--- src/rtl/program_loader.sv ---
// program_loader: fills the instruction RAM from a byte stream.
// Every four bytes form one 28-bit word, big-endian. The top nibble of byte0 is a tag:
// 0 marks an instruction and F marks the end of the program.
// The CPU is held while a load is in progress.
// Optional feature macro: PROGRAM_LOADER_CHECKSUM_EN. When it is defined, an 8-bit sum
// of the instruction bytes must follow the end marker.
module program_loader #(
    parameter int ADDR_WIDTH  = 16,
    parameter int INSTR_WIDTH = 28,
    parameter int MAX_WORDS   = 256
) (
    input  logic                   Clock,
    input  logic                   Reset,
    input  logic                   iStart,
    input  logic [7:0]             iByte,
    input  logic                   iByteValid,
    output logic                   oByteReady,
    output logic                   oWriteEnable,
    output logic [ADDR_WIDTH-1:0]  oWriteAddress,
    output logic [INSTR_WIDTH-1:0] oWriteData,
    output logic                   oCpuHold,
    output logic                   oDone,
    output logic                   oError,
    output logic [ADDR_WIDTH-1:0]  oWordCount
);

    typedef enum logic [2:0] {
        S_IDLE,
        S_LOAD,
        S_WRITE,
        S_DONE,
        S_ERROR
`ifdef PROGRAM_LOADER_CHECKSUM_EN
        , S_CHECK
`endif
    } state_t;

    state_t                  state, state_next;
    logic [1:0]              byte_idx;
    logic [ADDR_WIDTH-1:0]   addr;
    logic                    done_pulse;
    logic [3:0]              tag;
    logic [19:0]             word_hi;     // word bits [27:8], collected from bytes 0..2
    logic                    start_load;
    logic                    byte_take;
`ifdef PROGRAM_LOADER_CHECKSUM_EN
    logic [7:0]              sum;
`endif

    // iStart counts only while the loader is at rest.
    assign start_load = iStart && (state == S_IDLE || state == S_DONE || state == S_ERROR);
    assign byte_take  = (state == S_LOAD) && iByteValid;

    assign oError     = (state == S_ERROR);
    assign oDone      = done_pulse;
    assign oWordCount = addr;

    // State register.
    always_ff @(posedge Clock) begin
        if (Reset) state <= S_IDLE;
        else       state <= state_next;
    end

    // Next-state logic and the per-state handshake, write and hold outputs.
    always_comb begin
        state_next   = state;
        oByteReady   = 1'b0;
        oWriteEnable = 1'b0;
        oCpuHold     = 1'b0;
        case (state)
            S_IDLE: begin
                if (iStart) state_next = S_LOAD;
            end
            S_LOAD: begin
                oCpuHold   = 1'b1;
                oByteReady = 1'b1;
                if (iByteValid) begin
                    if (byte_idx == 2'd0) begin
                        if (iByte[7:4] != 4'h0 && iByte[7:4] != 4'hF) state_next = S_ERROR;
                    end else if (byte_idx == 2'd3) begin
                        if (tag == 4'h0) begin
                            state_next = (addr >= ADDR_WIDTH'(MAX_WORDS)) ? S_ERROR : S_WRITE;
                        end else begin
`ifdef PROGRAM_LOADER_CHECKSUM_EN
                            state_next = S_CHECK;
`else
                            state_next = S_DONE;
`endif
                        end
                    end
                end
            end
            S_WRITE: begin
                oCpuHold     = 1'b1;
                oWriteEnable = 1'b1;
                state_next   = S_LOAD;
            end
            S_DONE: begin
                if (iStart) state_next = S_LOAD;
            end
            S_ERROR: begin
                oCpuHold = 1'b1;
                if (iStart) state_next = S_LOAD;
            end
`ifdef PROGRAM_LOADER_CHECKSUM_EN
            S_CHECK: begin
                oCpuHold   = 1'b1;
                oByteReady = 1'b1;
                if (iByteValid) state_next = (iByte == sum) ? S_DONE : S_ERROR;
            end
`endif
            default: state_next = S_IDLE;
        endcase
    end

    // Control registers: byte index, write address and counter, write port and done pulse.
    always_ff @(posedge Clock) begin
        if (Reset) begin
            byte_idx      <= 2'd0;
            addr          <= '0;
            oWriteAddress <= '0;
            oWriteData    <= '0;
            done_pulse    <= 1'b0;
        end else begin
            done_pulse <= (state_next == S_DONE) && (state != S_DONE);
            if (start_load) begin
                byte_idx <= 2'd0;
                addr     <= '0;
            end
            if (byte_take) byte_idx <= byte_idx + 2'd1;
            // The write port is loaded only when a word is about to be written, so it stays steady otherwise.
            if (byte_take && state_next == S_WRITE) begin
                oWriteAddress <= addr;
                oWriteData    <= INSTR_WIDTH'({word_hi, iByte});
            end
            if (state == S_WRITE) addr <= addr + ADDR_WIDTH'(1);
        end
    end

    // Byte assembly: the tag and the upper word bits are captured as bytes arrive.
    always_ff @(posedge Clock) begin
        if (byte_take) begin
            case (byte_idx)
                2'd0: begin
                    tag           <= iByte[7:4];
                    word_hi[19:16] <= iByte[3:0];
                end
                2'd1:    word_hi[15:8] <= iByte;
                2'd2:    word_hi[7:0]  <= iByte;
                default: ;
            endcase
        end
    end

`ifdef PROGRAM_LOADER_CHECKSUM_EN
    // Running sum of every byte of every instruction word; it restarts with each load.
    always_ff @(posedge Clock) begin
        if (start_load) begin
            sum <= 8'h00;
        end else if (byte_take) begin
            if ((byte_idx == 2'd0 && iByte[7:4] == 4'h0) || (byte_idx != 2'd0 && tag == 4'h0))
                sum <= sum + iByte;
        end
    end
`endif

endmodule
--- config.mk ---
export PLATFORM = sky130hd
export DESIGN_NAME = program_loader
export DESIGN_NICKNAME = d
export VERILOG_FILES = /design/src/rtl/program_loader.sv
export SDC_FILE = /design/constraint.sdc
export NUM_CORES = 1
export LEC_CHECK = 0
export CAP_MARGIN = 10
export CORE_ASPECT_RATIO = 1.25
export CORE_MARGIN = 2
export CORE_UTILIZATION = 30
export CTS_BUF_LIST = sky130_fd_sc_hd__clkbuf_4 sky130_fd_sc_hd__clkbuf_8
export CTS_CLUSTER_SIZE = 24
export DETAILED_ROUTE_END_ITERATION = 12
export MAX_ROUTING_LAYER = met4
export PLACE_DENSITY = 0.54
export SLEW_MARGIN = 0
export SYNTH_ARGS = -nofsm -noshare
export SYNTH_HDL_FRONTEND = slang
export SYNTH_SLANG_ARGS = --single-unit
export TNS_END_PERCENT = 50
--- constraint.sdc ---
create_clock -name Clock -period 4.3 [get_ports Clock]
set_input_delay 0.86 -clock Clock [delete_from_list [all_inputs] [get_ports Clock]]
set_output_delay 0.86 -clock Clock [all_outputs]
set_load 0.01 [all_outputs]
==> run_results.csv <==
group,metric,value,unit
outcome,status,"finished, final reports clean",
die,die_w,102,um
sta,finalCritPeriodShare,73.5,%
placement,hpwl,5410,um
synthesis,synth_warnings,0,
power,comb_power_share,4.0,%
sta,fin_skew,5.13,ps
synthesis,syn_area_per_cell,11.1,sq um
job,cap_violations,0,
power,p_int,0.00114,W
route,post-route-drc-count,0,
power,clkPwrFrac,36.1,%
power,p_switching,0.000333,W
synthesis,synth_cells,324,
worst_setup_path,required,3440,ps
die,initial_core_util,30.8,%
cells_and_area,drive_gt1_share,6.47,%
clock_tree,cts.repair.resized,0,
worst_setup_path,crit_path_end_kind,"output port",
placement,gp_congestion,0.799,
worst_setup_path,critPathLaunchType,"flop",
worst_setup_path,crit_chain,"or3b_1 -> clkinv_1 -> clkdlybuf4s50_1",
clock_tree,clock_path_buffers,2,
global_route,overflow,0,
global_route,grt_first_pass_wirelength,12800,um
sta,tns,0,ps
sta,slew_headroom,26.3,%
power,p_seq_share,59.9,%
cells_and_area,layout.nets,415,
min_path,holdCritPathClass,"flop to flop",
power,power.leakage,1.48,nW
synthesis,ys_seq_area_share,57.0,%
die,die_h,126,um
clock_tree,path_clk_slew,80,ps
cells_and_area,diodes,0,
die,die_area,12800,sq um
route,drtIter0Drc,119,
sta,worstMarginPinSlew,1110,ps
power,vdd_drop_max,0.000121,V
clock_tree,cts.sinks,90,
clock_tree,cts_buffers,9,
synthesis,ys_types,46,
sta,period_needed,3160,ps
worst_setup_path,path_class,"flop to output port",
worst_setup_path,arrival,2300,ps
worst_setup_path,cp_slowest_cell,"or3b_1",
synthesis,netlist_area,3580,sq um
synthesis,synth-edff-count,24,
route,first_pass_iters,4,
sta,setup_viol,0,
synthesis,synth_fp_nets,342,
cells_and_area,area_delta_synth_final,29.4,%
route,drt_wl_total,7980,um
clock_tree,htreeDepth,3,
route,ant_nets,0,
power,swShare,22.7,%
placement,port_buffers,76,
clock_tree,cts-root-buf,"clkbuf_8",
clock_tree,ctsHoldBuffers,0,
clock_tree,insertion_delay,360,ps
route,avgRoutedWirePerCell,14.2,um
cells_and_area,fill_cells,1168,
sta,max_freq,317,MHz
placement,place_area,4460,sq um
die,num_io_pins,77,
sta,final_max_slew_viol_count,0,
worst_setup_path,max_stage_delay,570,ps
cells_and_area,final_cell_mix,"clkdlybuf4s50_1, dfxtp_1, nor2_1",
sta,finalHoldViolations,0,
synthesis,ys_ff_latch,90,
global_route,grt_max_degree,59,
route,routed_via_density,4.69,
clock_tree,cts_tree,"built",
clock_tree,cts_setup_buffers,0,
sta,rsz0062_at_grt,"no",
route,vias,2643,
cells_and_area,final_common_cell,"clkdlybuf4s50_1",
global_route,grt_pass1_vias,2530,
global_route,antenna_found_initial,0,
worst_setup_path,crit_fanout,11,
cells_and_area,design_area,4640,sq um
global_route,grt_use_total,13.3,%
die,fp.coreArea,11600,sq um
die,rows,44,
synthesis,async_flop_share,0,%
sta,fin_hold_ws,471,ps
power,power_density,317,nW/um^2
synthesis,synth_top_flop_cell,"dfxtp_1",
## critical path, delay by kind of cell (launching register included)
family | cells | cell delay, ps
buf+inv | 2 | 820
flops | 1 | 550
simple gates | 1 | 570
## logic make-up (layout without fill, tap and decap cells)
| kind of cell | Yosys count | in the layout | share of synthesized area [%] |
|---|---|---|---|
| AOI/OAI and AO/OA | 38 | 38 | 7.27 |
| buffers and inverters | 24 | 102 | 4.23 |
| adders and majority gates | 6 | 6 | 2.10 |
| muxes | 38 | 38 | 10.7 |
| DFF | 90 | 90 | 57.0 |
| xor gates and xnor gates | 2 | 2 | 0.489 |
| and+or+nand+nor | 126 | 126 | 18.3 |
## synthesized netlist by cell type (all sizes together), types with 6 or more instances
master / instances / area, sq um
a21oi: 10 / 50.1
a311oi: 6 / 58.8
and2: 14 / 87.6
buf: 8 / 91.3
clkbuf: 8 / 30.0
dfxtp: 66 / 1320
edfxtp: 24 / 721
ha: 6 / 75.1
inv: 7 / 26.3
mux2i: 37 / 370
nand2: 15 / 56.3
nand3: 10 / 50.1
nor2: 51 / 194
o21ai: 8 / 40.0
## per-stage QoR
step	cells	power (W)	utilization [%]	setup slack, ps
final	563	0.00147	39.9	1140
after global routing	563	0.00153	39.9	992
after CTS	563	0.00150	39.9	1130
after detailed placement	547	0.000961	38.4	1110
after global placement	547	0.000960	38.4	1190
after floorplan	324	0.000928	-	1930
## metal layers
| metal | vias to the layer above | GRT usage (%) | wire length, um |
|---|---|---|---|
| li1 | 1296 | - | - |
| met1 | 1272 | 16.4 | 3730 |
| met2 | 60 | 20.4 | 3780 |
| met3 | 15 | 3.33 | 288 |
| met4 | 0 | 6.28 | 182 |
| met5 | - | - | 0 |
## sequential cells by signal (all words and copies together) (netlist names)
signal,count
oWriteAddress,16
state,3
tag,4
oWriteData,28
word_hi,20
byte_idx,2
oDone,1
oWordCount,16
## final timing paths
path / start / to / slack (ps) / cells after the start
worst min register to register: oWriteAddress[13]$_SDFFE_PP0P_ / oWriteAddress[13]$_SDFFE_PP0P_ / 470 / 1
worst max register to register: byte_idx[0]$_SDFFE_PP0P_ / oWriteAddress[2]$_SDFFE_PP0P_ / 1940 / 8
worst max-delay path: state[1]$_SDFF_PP0_ / oWriteEnable / 1140 / 3
worst min-delay path: oWriteAddress[13]$_SDFFE_PP0P_ / oWriteAddress[13]$_SDFFE_PP0P_ / 470 / 1
## final cells by class
class | count | area, sq um | share of cell area (%)
inverters | 8 | 30.0 | 0.648
flip-flops and latches | 90 | 2040 | 44.0
clock inverters | 4 | 26.3 | 0.567
clock buffers | 12 | 153 | 3.29
multi-input cells | 210 | 1400 | 30.2
well taps | 161 | 201 | 4.34
repair buffers | 78 | 783 | 16.9
## power groups by stage
| stage | Combinational [W] | Sequential, W | Clock, W |
|---|---|---|---|
| floorplan | 0.0000318 | 0.000896 | 0 |
| global placement | 0.0000601 | 0.000900 | 0 |
| detailed placement | 0.0000607 | 0.000900 | 0 |
| CTS | 0.0000613 | 0.000880 | 0.000557 |
| global route | 0.0000659 | 0.000881 | 0.000587 |
| finish | 0.0000593 | 0.000880 | 0.000531 |
(Power assumes the default switching activity.)
